$ cat src/rtl/motion_frame_accum.sv
// rtl/motion_frame_accum.sv - per-frame motion statistics from the pixel-difference stream
// Thresholds each difference, accumulates count and bounding box, publishes one record per frame.
module motion_frame_accum #(
  parameter int H_ACTIVE   = 160,
  parameter int V_ACTIVE   = 120,
  parameter int MIN_PIXELS = 16,
  localparam int XW = $clog2(H_ACTIVE),
  localparam int YW = $clog2(V_ACTIVE),
  localparam int CW = $clog2(H_ACTIVE * V_ACTIVE + 1)
) (
  input  logic          i_clk,
  input  logic          i_reset,
  input  logic          i_diff_valid,
  input  logic          i_diff_sof,
  input  logic [7:0]    i_diff,
  input  logic [7:0]    i_thresh,
  output logic          o_res_valid,
  input  logic          i_res_ready,
  output logic [CW-1:0] o_res_count,
  output logic [XW-1:0] o_res_xmin,
  output logic [XW-1:0] o_res_xmax,
  output logic [YW-1:0] o_res_ymin,
  output logic [YW-1:0] o_res_ymax,
  output logic          o_res_motion,
  output logic          o_frame_err,
  output logic          o_res_dropped
);

  localparam logic [XW-1:0] X_LAST = XW'(H_ACTIVE - 1);
  localparam logic [YW-1:0] Y_LAST = YW'(V_ACTIVE - 1);

  typedef enum logic {S_IDLE, S_ACCUM} state_t;

  state_t        r_state;
  state_t        w_state_n;

  logic [XW-1:0] r_x;
  logic [YW-1:0] r_y;
  logic [7:0]    r_thr;
  logic [CW-1:0] r_cnt;
  logic [XW-1:0] r_xmin;
  logic [XW-1:0] r_xmax;
  logic [YW-1:0] r_ymin;
  logic [YW-1:0] r_ymax;

  logic          r_res_valid;
  logic [CW-1:0] r_res_count;
  logic [XW-1:0] r_res_xmin;
  logic [XW-1:0] r_res_xmax;
  logic [YW-1:0] r_res_ymin;
  logic [YW-1:0] r_res_ymax;
  logic          r_res_motion;
  logic          r_frame_err;
  logic          r_res_dropped;

  logic          w_start;
  logic          w_take;
  logic          w_early;
  logic          w_motion;
  logic          w_first;
  logic          w_last;
  logic [7:0]    w_thr;
  logic [XW-1:0] w_px;
  logic [YW-1:0] w_py;
  logic [CW-1:0] w_cnt_b;
  logic [XW-1:0] w_xmin_b;
  logic [XW-1:0] w_xmax_b;
  logic [YW-1:0] w_ymin_b;
  logic [YW-1:0] w_ymax_b;
  logic [CW-1:0] w_cnt_n;
  logic [XW-1:0] w_xmin_n;
  logic [XW-1:0] w_xmax_n;
  logic [YW-1:0] w_ymin_n;
  logic [YW-1:0] w_ymax_n;
  logic [XW-1:0] w_x_n;
  logic [YW-1:0] w_y_n;

  // A sof pixel always restarts the frame: the base values seen by this pixel are cleared.
  assign w_start  = i_diff_valid & i_diff_sof;
  assign w_take   = i_diff_valid & (i_diff_sof | (r_state == S_ACCUM));
  assign w_early  = w_start & (r_state == S_ACCUM) & ((r_x != '0) | (r_y != '0));
  assign w_thr    = w_start ? i_thresh : r_thr;
  assign w_px     = w_start ? '0 : r_x;
  assign w_py     = w_start ? '0 : r_y;
  assign w_cnt_b  = w_start ? '0 : r_cnt;
  assign w_xmin_b = w_start ? '0 : r_xmin;
  assign w_xmax_b = w_start ? '0 : r_xmax;
  assign w_ymin_b = w_start ? '0 : r_ymin;
  assign w_ymax_b = w_start ? '0 : r_ymax;
  assign w_motion = w_take & (i_diff > w_thr);
  assign w_first  = (w_cnt_b == '0);
  assign w_last   = w_take & (w_px == X_LAST) & (w_py == Y_LAST);

  always_comb begin
    w_cnt_n  = w_cnt_b;
    w_xmin_n = w_xmin_b;
    w_xmax_n = w_xmax_b;
    w_ymin_n = w_ymin_b;
    w_ymax_n = w_ymax_b;
    if (w_motion) begin
      w_cnt_n = w_cnt_b + CW'(1);
      if (w_first) begin
        w_xmin_n = w_px;
        w_xmax_n = w_px;
        w_ymin_n = w_py;
        w_ymax_n = w_py;
      end else begin
        w_xmin_n = (w_px < w_xmin_b) ? w_px : w_xmin_b;
        w_xmax_n = (w_px > w_xmax_b) ? w_px : w_xmax_b;
        w_ymin_n = (w_py < w_ymin_b) ? w_py : w_ymin_b;
        w_ymax_n = (w_py > w_ymax_b) ? w_py : w_ymax_b;
      end
    end
  end

  always_comb begin
    w_x_n = w_px + XW'(1);
    w_y_n = w_py;
    if (w_last) begin
      w_x_n = '0;
      w_y_n = '0;
    end else if (w_px == X_LAST) begin
      w_x_n = '0;
      w_y_n = w_py + YW'(1);
    end
  end

  always_comb begin
    w_state_n = r_state;
    if (w_take) begin
      w_state_n = w_last ? S_IDLE : S_ACCUM;
    end
  end

  always_ff @(posedge i_clk) begin
    if (i_reset) begin
      r_state <= S_IDLE;
    end else begin
      r_state <= w_state_n;
    end
  end

  always_ff @(posedge i_clk) begin
    if (i_reset) begin
      r_x    <= '0;
      r_y    <= '0;
      r_thr  <= '0;
      r_cnt  <= '0;
      r_xmin <= '0;
      r_xmax <= '0;
      r_ymin <= '0;
      r_ymax <= '0;
    end else if (w_take) begin
      r_x    <= w_x_n;
      r_y    <= w_y_n;
      r_thr  <= w_thr;
      r_cnt  <= w_cnt_n;
      r_xmin <= w_xmin_n;
      r_xmax <= w_xmax_n;
      r_ymin <= w_ymin_n;
      r_ymax <= w_ymax_n;
    end
  end

  // An overwrite only counts as a drop when the pending record is not taken in the same cycle.
  always_ff @(posedge i_clk) begin
    if (i_reset) begin
      r_res_valid   <= 1'b0;
      r_res_count   <= '0;
      r_res_xmin    <= '0;
      r_res_xmax    <= '0;
      r_res_ymin    <= '0;
      r_res_ymax    <= '0;
      r_res_motion  <= 1'b0;
      r_res_dropped <= 1'b0;
      r_frame_err   <= 1'b0;
    end else begin
      r_frame_err <= w_early;
      if (w_last) begin
        r_res_valid  <= 1'b1;
        r_res_count  <= w_cnt_n;
        r_res_xmin   <= w_xmin_n;
        r_res_xmax   <= w_xmax_n;
        r_res_ymin   <= w_ymin_n;
        r_res_ymax   <= w_ymax_n;
        r_res_motion <= (int'(w_cnt_n) >= MIN_PIXELS);
        if (r_res_valid && !i_res_ready) begin
          r_res_dropped <= 1'b1;
        end
      end else if (r_res_valid && i_res_ready) begin
        r_res_valid <= 1'b0;
      end
    end
  end

  assign o_res_valid   = r_res_valid;
  assign o_res_count   = r_res_count;
  assign o_res_xmin    = r_res_xmin;
  assign o_res_xmax    = r_res_xmax;
  assign o_res_ymin    = r_res_ymin;
  assign o_res_ymax    = r_res_ymax;
  assign o_res_motion  = r_res_motion;
  assign o_frame_err   = r_frame_err;
  assign o_res_dropped = r_res_dropped;

endmodule

$ cat config.mk
export PLATFORM = sky130hd
export DESIGN_NAME = motion_frame_accum
export DESIGN_NICKNAME = d
export VERILOG_FILES = /design/src/rtl/motion_frame_accum.sv
export SDC_FILE = /design/constraint.sdc
export NUM_CORES = 1
export LEC_CHECK = 0
export BUFFER_PORTS_ARGS = -buffer_cell sky130_fd_sc_hd__buf_2
export CORE_MARGIN = 4
export CORE_UTILIZATION = 60
export DETAILED_ROUTE_END_ITERATION = 10
export GPL_TIMING_DRIVEN = 0
export PLACE_DENSITY = 0.84
export SYNTH_ARGS = -nofsm -noshare
export SYNTH_HDL_FRONTEND = slang
export SYNTH_SLANG_ARGS = --single-unit
$ cat constraint.sdc
create_clock -name i_clk -period 6.15 [get_ports i_clk]
set_input_delay 0.9225 -clock i_clk [delete_from_list [all_inputs] [get_ports i_clk]]
set_output_delay 0.9225 -clock i_clk [all_outputs]
set_load 0.05 [all_outputs]
* Word level (Yosys, flattened, before mapping)
Index checks and enable logic that the tools add are counted.
** Cells by class
- Add/sub/neg operators :: 3
- $lt $le $gt $ge :: 6
- Equal/unequal tests :: 2
- Mux-type cells :: 28
- Bitwise operators :: 9
- Reduce and logical (&&, ||, !) cells :: 8
** Operator list (count)
- 8-bit two-way mux :: 12
- 7-bit two-way mux :: 11
- 15-bit two-way mux :: 2
- 8-bit greater-than comparator :: 2
- 15-bit by 1-bit adder with 15-bit output (second input constant) :: 1
- 15-bit by 5-bit greater-or-equal comparator with 1-bit output (second input constant) :: 1
- 15-bit zero test :: 1
- 8-bit by 1-bit adder with 8-bit output (second input constant) :: 1
- 8-bit == test (second input constant) :: 1
- 8-bit < comparator :: 1
- 8-bit nonzero test :: 1
- 7-bit by 1-bit adder with 7-bit output (second input constant) :: 1
- 1-bit bitwise AND :: 7
- 7-bit == test (second input constant) :: 1
- 7-bit greater-than comparator :: 1
- 7-bit < comparator :: 1
- 7-bit nonzero test :: 1
- 1-bit two-way mux :: 3
- 1-bit logical AND :: 2
- 1-bit OR :: 2
- 2-bit AND reduction :: 1
- 2-bit nonzero test :: 1
- 1-bit zero test :: 1
** Storage, ports and cells
- Bits in registers :: 118
- Input port bits :: 21
- Output and inout bits :: 49

* Depth between registers and ports, before layout
- Depth in word-level cells :: 6
- Depth in mapped cells :: 17
- Gate-level depth less buffers :: 12

* Worst setup path after synthesis
OpenSTA, ideal clock, no wires.
- Path kind :: input to register
- From :: input i_diff_valid
- To :: register r_res_xmin[2], in the netlist o_res_xmin[2]
- Setup time :: 81 ps
- Arrival :: 4140 ps
- Required time :: 6069 ps
- Slack :: 1929 ps
- Stages :: 14
- Cell sequence :: and2_1 > buf_2 > clkbuf_1 > buf_1 > mux2i_1 > ha_1 > nor2b_1 > o211ai_1 > a21oi_2 > o21ai_2 > a21o_1 > buf_2 > mux2_2 > a211oi_2
** Between the ends
- Cells in the longest elaborated chain, start to end :: 6
- Elaborated cells on any way between the ends :: 18
** Ends and longest elaborated chain
- start: declaration :: RTL line 13 : input logic i_diff_valid,
- 1-bit bitwise AND :: RTL line 79 : assign w_start = i_diff_valid & i_diff_sof;
- 8-bit two-way mux (on tied branches) :: RTL line 83, 86
- 8-bit < comparator :: RTL line 108 : w_xmin_n = (w_px < w_xmin_b) ? w_px : w_xmin_b;
- 8-bit two-way mux :: RTL line 108
- 8-bit two-way mux :: RTL line 102 : if (w_first) begin
- 8-bit two-way mux :: RTL line 100 : if (w_motion) begin
- end signal: assignment :: RTL line 182 : r_res_xmin <= w_xmin_n;
- end: declaration :: RTL line 48 : logic [XW-1:0] r_res_xmin;
Several ways; a longest one is shown, not always the timed one.
A chain may end at the register's enable or synchronous reset.

* Worst setup path after layout
- From :: input i_diff_valid
- To :: register r_res_xmin[3], in the netlist o_res_xmin[3]
** Between the ends
- Elaborated cells on any way between the ends :: 18
** RTL lines
- 1-bit bitwise AND :: RTL line 79
- 8-bit two-way mux :: RTL line 82 : assign w_thr = w_start ? i_thresh : r_thr;
- named net w_thr[0] :: RTL line 62 : logic [7:0] w_thr;
- 8-bit greater-than comparator :: RTL line 90 : assign w_motion = w_take & (i_diff > w_thr);
- 1-bit bitwise AND :: RTL line 90
- 8-bit two-way mux :: RTL line 100
The timed path passes the listed nets, and every way through them passes these cells.

==> impl_metrics.yaml <==
outcome:
  status: "finished, final reports clean"
timing:
  clock.fmax_ghz: 0.1908
  slew_viol_final: 0
  tns_ns: 0
  min_period_over_period: 0.8524
  period_needed_ns: 5.242
  grt_setup_unrepaired: "false"
  relSlewSlack: 0.3710
  worstMarginPinSlew_ns: 0.9337
  final-setup-viol-count: 0
  hold_viol_final: 0
  clock_skew_ns: 0.008444
run:
  cap_violations: 0
drt:
  vias_per_cell: 5.937
  drt-wirelength-per-cell_um: 18.20
  vias: 5622
  drc: 0
  drtIter0Drc: 435
  wirelength_mm: 17.23
  ant_nets: 0
  drt-pass1-iter-count: 6
cts:
  cts_sinks: 118
  cts.path.max_buffers: 2
  cts-buffers-inserted: 17
  h-tree-depth: 4
  cts_setup_buffers: 0
  root_buffer: "clkbuf_8"
  ctsHoldBuffers: 0
  clkLatencyLatePin_ns: 0.53
  clk_pin_slew_worst_paths_ns: 0.06
  cts_tree: "built"
  cts_resized: 0
placed_design:
  placed_cell_area_um2: 6583
  routabilityCongestion: 0.9418
  port_buffers: 69
  hpwlAfterDp_mm: 12.41
grt:
  grt_antenna_before_repair: 0
  grt_start_max_net_pins: 17
  globalRouteOverflowTotal: 0
  grt_use_total: 0.3062
  grt_pass1_wl_mm: 27.58
  grt_pass1_vias: 5451
cells_and_area:
  final_common_cell: "nor2_1"
  design_area_um2: 7231
  fin_nets: 862
  final_cell_mix: "nor2_1, dfxtp_1, buf_2"
  diodes: 0
  syn_to_final_growth_pct: 19.11
  postLayoutCoreUtil: 0.7364
  drive_gt1_frac: 0.1978
  n_fill_cell: 791
setup_path:
  critPathKind: "input pin to flop"
  worstPathMaxFanout: 10
  worstSetupStartpointType: "input pin"
  crit_path_top_delay_cell: "o21ai_2"
  critPathMostFrequentCell: "buf_2"
  path_cells: "buf_2, nand2_4, clkbuf_1, clkbuf_1, buf_2, buf_1, nand2_1, nand2_1, ha_1, nor2b_1, o211ai_1, a21oi_2, o21ai_2, a21o_1, buf_2, mux2_2, a211oi_2"
  r2r_slack_ns: 2.91
  r2r_start: "r_thr[7]"
  startpoint: "i_diff_valid"
  arrival_ns: 5.69
  crit_family: "buffers and inverters"
  crit_path_end_kind: "flop"
  critical_path_required_ns: 6.60
  critical_path_buf_inv_count: 6
  cpPeakStageDelay_ns: 0.60
floorplan:
  start_util: 0.6182
  rows: 36
  io-pin-count: 70
  die_width_um: 108.6
  core_um2: 9819
  dieHeight_um: 108.6
  design.die.area_um2: 11790
yosys:
  synthFlopType: "dfxtp_1"
  synth_cells: 713
  netlist_area_um2: 6071
  async_reset_ff_frac: 0
  synth_enable_flop_cells: 0
  yosysSeqAreaShare: 0.3891
  ys_types: 60
  ys_ff_latch: 118
  yosysWarnings: 0
  syn_avg_cell_area_um2: 8.514
  syn_nets: 774
min_path:
  min_from: "r_thr[0]"
  hold_class: "flop to flop"
pwr:
  power_leakage_nw: 2.975
  vdd_drop_max_mv: 0.1786
  power.density_nw_per_um2: 274.4
==> final timing paths <==
| check | cells after the start | endpoint |
|---|---|---|
| setup / recovery | 17 | o_res_xmin[3] |
| hold / removal | 2 | r_thr[0] |
| setup reg to reg | 10 | o_res_motion |
| hold reg to reg | 2 | r_thr[0] |
==> synth_stat cells, drive strengths merged (2+ instances only) <==
library cell | number | area, um2
a211oi | 36 | 325.3
a21o | 8 | 60.06
a21oi | 45 | 229.0
a22oi | 3 | 22.52
a32oi | 3 | 26.28
and2 | 11 | 68.82
and3 | 7 | 43.79
and4 | 4 | 35.03
buf | 19 | 133.9
clkbuf | 24 | 90.09
dfxtp | 118 | 2362
ha | 40 | 500.5
inv | 24 | 92.59
mux2 | 20 | 225.2
mux2i | 22 | 220.2
nand2 | 78 | 315.3
nand2b | 3 | 18.77
nand3 | 8 | 40.04
nand3b | 2 | 15.01
nand4 | 16 | 100.1
nand4b | 2 | 17.52
nor2 | 122 | 465.5
nor2b | 8 | 50.05
nor3 | 16 | 85.08
nor4 | 7 | 50.05
o2111ai | 2 | 17.52
o211ai | 5 | 37.54
o21a | 2 | 15.01
o21ai | 23 | 118.9
o31a | 2 | 18.77
o31ai | 2 | 15.01
or2 | 4 | 25.02
or4 | 2 | 15.01
xnor2 | 5 | 43.79
xor2 | 8 | 70.07
==> layer usage <==
| layer | up-vias | global-route usage | part of all wire |
|---|---|---|---|
| li1 | 2683 | - | - |
| met1 | 2641 | 0.3960 | 0.43 |
| met2 | 252 | 0.4903 | 0.46 |
| met3 | 46 | 0.07522 | 0.080 |
| met4 | 0 | 0.1244 | 0.025 |
| met5 | - | 0 | 0 |
==> tightest hold or removal path, stage by stage (launching register included) <==
cell	delay, ns
dfxtp_1	0.29
nand2_1	0.06
a21oi_1	0.06
==> flip-flops by register name, summed over array words and instances, names as in the netlist <==
signal and flops:
o_res_dropped 1, o_res_xmin 8, o_res_valid 1, o_res_xmax 8, r_state 1, r_xmin 8
r_cnt 15, r_ymax 7, r_y 7, o_res_ymin 7, o_res_ymax 7, o_res_motion 1
r_xmax 8, r_ymin 7, r_x 8, o_frame_err 1, r_thr 8, o_res_count 15
==> final cells by class <==
class                      instances  area, um2  share of cell area
tap                              133      166.4             0.02301
sequential                       118       2362              0.3267
inverter                          24      92.59             0.01280
buffer                            43      224.0             0.03097
multi-input combinational        528       3392              0.4691
clock buffer                      24      480.5             0.06645
timing repair buffer              69      345.3             0.04776
clock inverter                     8      167.7             0.02319
==> power breakdown <==
group          switching (W)  internal (W)  total [W]
combinational      0.0000858     0.0000380   0.000124
sequential        0.00000325      0.000770   0.000773
clock               0.000346      0.000741    0.00109
total               0.000435       0.00155    0.00198
==> metrics by stage <==
step | std cells | setup WS [ns] | hold WS [ns] | total power [W]
after floorplan | 713 | 1.929 | 0.4443 | 0.0008667
after global placement | 915 | 0.5524 | 0.4429 | 0.0009048
after detailed placement | 915 | 0.5411 | 0.4611 | 0.0009076
after CTS | 947 | 1.025 | 0.4698 | 0.001985
after global routing | 947 | 0.7590 | 0.4946 | 0.002035
final | 947 | 0.9079 | 0.4651 | 0.001984
==> logic make-up after synthesis <==
logic type                 Yosys count  share of synthesized area
xor gates and xnor gates            13                    0.01876
and+or+nand+nor                    294                     0.2267
muxes                               42                    0.07337
buffers and inverters               67                    0.05214
AOI/OAI and AO/OA                  139                     0.1575
DFF                                118                     0.3891
adders and majority gates           40                    0.08244
(Power assumes the default switching activity.)
